`src/rtl/sdram_call_arbiter.sv`:
```
// rtl/sdram_call_arbiter.sv - round-robin two-requester arbiter for the graphic_module SDRAM call port
// One transaction at a time; command fields latched at grant, completion guarded by a saturating watchdog.
module sdram_call_arbiter #(
  parameter int AW      = 24,
  parameter int DW      = 16,
  parameter int TIMEOUT = 4095
) (
  input  logic          clk,
  input  logic          rst,
  input  logic [1:0]    iCall0,
  input  logic [1:0]    iCall1,
  input  logic [AW-1:0] iAddr0,
  input  logic [AW-1:0] iAddr1,
  input  logic [DW-1:0] iData0,
  input  logic [DW-1:0] iData1,
  output logic [1:0]    oDone0,
  output logic [1:0]    oDone1,
  output logic [DW-1:0] oData0,
  output logic [DW-1:0] oData1,
  output logic [1:0]    oCall,
  output logic [AW-1:0] oAddr,
  output logic [DW-1:0] oWrData,
  input  logic [1:0]    iDone,
  input  logic [DW-1:0] iRdData,
  output logic [1:0]    oGrant,
  output logic          oTimeout
);

  localparam int CW = (TIMEOUT < 1) ? 1 : $clog2(TIMEOUT + 1);
  localparam logic [CW-1:0] CNT_MAX = CW'(TIMEOUT);

  typedef enum logic [1:0] {IDLE, ISSUE, RELEASE} state_t;

  state_t        state_q, state_d;
  logic          last_q, last_d;
  logic          owner_q, owner_d;
  logic          wr_q, wr_d;
  logic [AW-1:0] addr_q, addr_d;
  logic [DW-1:0] wdata_q, wdata_d;
  logic [CW-1:0] cnt_q, cnt_d;
  logic [1:0]    call_q, call_d;
  logic [1:0]    grant_q, grant_d;
  logic [1:0]    done0_q, done0_d;
  logic [1:0]    done1_q, done1_d;
  logic [DW-1:0] data0_q, data0_d;
  logic [DW-1:0] data1_q, data1_d;
  logic          timeout_q, timeout_d;

  logic       act0, act1, sel, complete;
  logic [1:0] sel_call;

  // On a tie the requester that was not granted last wins.
  assign act0     = |iCall0;
  assign act1     = |iCall1;
  assign sel      = (act0 && act1) ? ~last_q : act1;
  assign sel_call = sel ? iCall1 : iCall0;
  assign complete = wr_q ? iDone[1] : iDone[0];

  always_ff @(posedge clk) begin
    if (rst) begin
      state_q   <= IDLE;
      last_q    <= 1'b1;
      owner_q   <= 1'b0;
      wr_q      <= 1'b0;
      addr_q    <= '0;
      wdata_q   <= '0;
      cnt_q     <= '0;
      call_q    <= 2'b00;
      grant_q   <= 2'b00;
      done0_q   <= 2'b00;
      done1_q   <= 2'b00;
      data0_q   <= '0;
      data1_q   <= '0;
      timeout_q <= 1'b0;
    end else begin
      state_q   <= state_d;
      last_q    <= last_d;
      owner_q   <= owner_d;
      wr_q      <= wr_d;
      addr_q    <= addr_d;
      wdata_q   <= wdata_d;
      cnt_q     <= cnt_d;
      call_q    <= call_d;
      grant_q   <= grant_d;
      done0_q   <= done0_d;
      done1_q   <= done1_d;
      data0_q   <= data0_d;
      data1_q   <= data1_d;
      timeout_q <= timeout_d;
    end
  end

  always_comb begin
    state_d   = state_q;
    last_d    = last_q;
    owner_d   = owner_q;
    wr_d      = wr_q;
    addr_d    = addr_q;
    wdata_d   = wdata_q;
    cnt_d     = cnt_q;
    call_d    = call_q;
    grant_d   = grant_q;
    done0_d   = 2'b00;
    done1_d   = 2'b00;
    data0_d   = data0_q;
    data1_d   = data1_q;
    timeout_d = timeout_q;
    case (state_q)
      IDLE: begin
        if (act0 || act1) begin
          owner_d = sel;
          last_d  = sel;
          wr_d    = sel_call[1];
          addr_d  = sel ? iAddr1 : iAddr0;
          wdata_d = sel ? iData1 : iData0;
          cnt_d   = '0;
          call_d  = sel_call[1] ? 2'b10 : 2'b01;
          grant_d = sel ? 2'b10 : 2'b01;
          state_d = ISSUE;
        end
      end
      ISSUE: begin
        // A late iDone on the timeout cycle still counts as a normal completion.
        if (complete || (cnt_q == CNT_MAX)) begin
          call_d  = 2'b00;
          grant_d = 2'b00;
          state_d = RELEASE;
          if (owner_q) done1_d = wr_q ? 2'b10 : 2'b01;
          else         done0_d = wr_q ? 2'b10 : 2'b01;
          if (!complete) timeout_d = 1'b1;
          else if (!wr_q) begin
            if (owner_q) data1_d = iRdData;
            else         data0_d = iRdData;
          end
        end else begin
          cnt_d = cnt_q + 1'b1;
        end
      end
      RELEASE: state_d = IDLE;
      default: state_d = IDLE;
    endcase
  end

  assign oCall    = call_q;
  assign oAddr    = addr_q;
  assign oWrData  = wdata_q;
  assign oGrant   = grant_q;
  assign oDone0   = done0_q;
  assign oDone1   = done1_q;
  assign oData0   = data0_q;
  assign oData1   = data1_q;
  assign oTimeout = timeout_q;

endmodule

```
`config.mk`:
```
export PLATFORM = sky130hd
export DESIGN_NAME = sdram_call_arbiter
export DESIGN_NICKNAME = d
export VERILOG_FILES = /design/src/rtl/sdram_call_arbiter.sv
export SDC_FILE = /design/constraint.sdc
export NUM_CORES = 1
export LEC_CHECK = 0
export CORE_MARGIN = 2
export CORE_UTILIZATION = 39
export CTS_CLUSTER_SIZE = 12
export DETAILED_ROUTE_END_ITERATION = 10
export GPL_ROUTABILITY_DRIVEN = 0
export PLACE_DENSITY = 0.85
export REMOVE_ABC_BUFFERS = 1
export SYNTH_ARGS = -nofsm -noshare
export SYNTH_HDL_FRONTEND = slang
export SYNTH_SLANG_ARGS = --single-unit
```
`constraint.sdc`:
```
create_clock -name clk -period 2 [get_ports clk]
set_clock_uncertainty 0.1 [all_clocks]
set_input_delay 0.6 -clock clk [delete_from_list [all_inputs] [get_ports clk]]
set_output_delay 0.6 -clock clk [all_outputs]
set_load 0.1 [all_outputs]
```
==> reports/summary.txt <==
capturing point of the worst reg2reg path: cnt_q[8]
Clock Pin Slew Worst Setup and Hold Paths: 100 ps
critical path type: in -> reg
H-tree depth: 3
site row count: 38
min Tclk post-route: 1999 ps
first-pass GRT wire length: 20.53 mm
Port Buffers: 184
drt wl/cell: 16.83 µm
final setup vio count: 0
critical path fanouts, max: 8
die height: 109.6 µm
YS warnings: 0
CP arrival: 2190 ps
CP Launch Point: iDone[1]
Net Sw Power: 2.577 mW
Critical Path Sink Type: flip-flop
Pwr per Cell Area: 831.7 nW/µm²
# IOs: 185
Critical Path End: cnt_q[2]
setup slack, reg-to-reg: 60 ps
Tcrit/Tclk final: 99.94%
via/cell ratio: 5.314
hold-fix buffers at CTS: 0
Post-synth EDFFs: 0
Seq cells post-synth: 98
R2R cell count: 6
sw frac: 40.14%
Mapped Area: 4350 µm²
largest net degree at the start of global routing: 38
total track usage: 21.63%
Num CTS Buffers: 9
Max Cap Viol: 0
Seq pwr share: 35.8%
DRT iter0 DRCs: 205
ys async rst share: 0%
setup_tns: 0 ps
sinks on the clock net: 98
CP startpoint kind: input pin
Slew headroom: 67.10%
Max VDD drop: 0.4719 mV
GRT Residual Overflow: 0
CTS max path bufs: 2
Starting Density: 40.13%
drt drc: 0
Leak: 3.023 nW
Pint: 3.844 mW
Root Buffer: clkbuf_8
final hold slack: 392.6 ps
Total Die Area: 12020 µm²
layout cells sized above 1: 31.61%
ANT nets after route: 0
status: complete, no violations
Total Nets Final: 777
Top FF cell, synth: dfxtp_1
Seq/Total Area, Yosys: 45.10%
final wirelength: 13.77 mm
max-slew violation count: 0
logic gate share of total power: 43.7%
Chip Width: 109.6 µm
TritonRoute pass-1 iters: 4
Area Growth Syn to Fin: 77.48%
final hold vios: 0
Synth top area share: 45.10%
worst min path class: reg -> reg
Critical Path RT: 2190 ps
antenna violations before repair: 1
clk_lat worst skew: 360 ps
via count: 4347
CTS tree: built
Worst-Margin Slew: 493.5 ps
Synth area leader: dfxtp_1
reg-to-reg startpoint: cnt_q[0]
Avg Inst Size Synth: 9.276 µm²
ranking of synthesized cells by area: dfxtp_1 45%, a211oi_2 12%, mux2i_1 9.4%
vias in the first global route: 4289
clock network power share: 20.5%
Post-DP HPWL: 10.18 mm
number of library cell types mapped by synthesis: 44
Placeable Area: 10840 µm²
Synth Instances: 469
RSZ-0062 raised after global routing: yes
Fmax: 500.3 MHz
cell usage in the layout (no fill, tap or decap), types with 9 or more instances in the layout:
master and n:
nand3_1 12, nor2_2 9, a211oi_2 41, a21oi_1 38
dfxtp_1 96, nand2_1 74, mux2i_1 40, buf_4 38
clkbuf_8 9, buf_12 84, nor2_1 36, clkdlybuf4s50_1 97
power groups by stage:
stage	clock, mW	sequential (mW)	combinational (mW)
after CTS	1.35	2.30	2.74
after global routing	1.43	2.32	2.91
final	1.31	2.30	2.81
after global placement	0	2.32	2.65
after detailed placement	0	2.34	2.71
after floorplan	0	3.29	0.566
registers in the layout (all words and copies together), names as in the netlist:
name,flops
oAddr,24
oData0,16
oData1,16
oWrData,16
cnt_q,12
oCall,2
oDone0,2
oDone1,2
oGrant,2
state_q,2
last_q,1
oTimeout,1
owner_q,1
wr_q,1
logic make-up after synthesis:
group	count (synthesis)	synth area share, %
and+or+nand+nor	176	18.90
muxes	42	9.692
DFF	98	45.10
buffers and inverters	43	4.860
adders and majority gates	1	0.2876
AOI/OAI and AO/OA	109	21.17
per-stage QoR:
step                      util, %  setup slack, ps  power (mW)  instance area [µm²]  std cells
after floorplan                 -            -1405       3.853                 4154        430
after global placement      67.59           -402.8       4.977                 7327        794
after detailed placement    67.59           -468.3       5.045                 7327        794
after CTS                   69.86           -10.54       6.382                 7574        811
after global routing        71.23           -68.53       6.654                 7721        818
final                       71.23            1.192       6.422                 7721        818
per-layer routing:
metal	routed length [µm]	GRT usage [%]	part of all wire, %	vias to the layer above
met5	0	0	0	-
li1	-	-	-	2083
met1	5131	23.67	37	2061
met3	1366	7.410	9.9	21
met2	6998	39.51	51	182
met4	269	6.058	2.0	0
layout make-up:
class                           count  area, µm²
Clock buffer                       10      127.6
Timing Repair Buffer              229       3084
Fill cell                         730       3119
Tap cell                          140      175.2
Inverter                            4      15.01
Multi-Input combinational cell    330       2278
Sequential cell                    98       1964
Clock inverter                      6      73.82
Antenna cell                        1      2.502
worst max-delay path, cell delays in order:
cell and delay, ps:
clkdlybuf4s50_1 460, mux2i_2 220, nand2_2 160, buf_4 180, or4_1 430, a21oi_2 140
cell usage after synthesis, drive strengths merged, types with 2 or more instances:
cell and number:
a31oi 6, a21oi 39, nor3 3, nand3 12, nand2b 2, nand4 6, o311ai 3, inv 3
clkbuf 26, and4 3, and3 4, o211ai 8, mux2i 41, or3 4, nor2 47, a211oi 42
o21ai 4, o22ai 2, nor4b 3, buf 13, nand2 76, or4 7, and2 3, dfxtp 98
worst min-delay path by stage:
| stage | startpoint | end | slack (ps) | cells past startpoint |
|---|---|---|---|---|
| after floorplan | last_q | last_q | 370 | 2 |
| after global placement | oData0[9] | oData0[9] | 380 | 2 |
| after detailed placement | oData0[13] | oData0[13] | 390 | 2 |
| after CTS | rst | cnt_q[1] | 390 | 2 |
| after global routing | cnt_q[0] | cnt_q[0] | 410 | 1 |
| final | cnt_q[0] | cnt_q[0] | 390 | 1 |
what timing repair did:
item / in CTS / in global routing
cloned: 1 / 4
setup endpoints to repair: 50 / 52
setup buffers: 0 / 2
resized for setup: 16 / 23
pin swaps: 2 / 3
(Power assumes the default switching activity.)
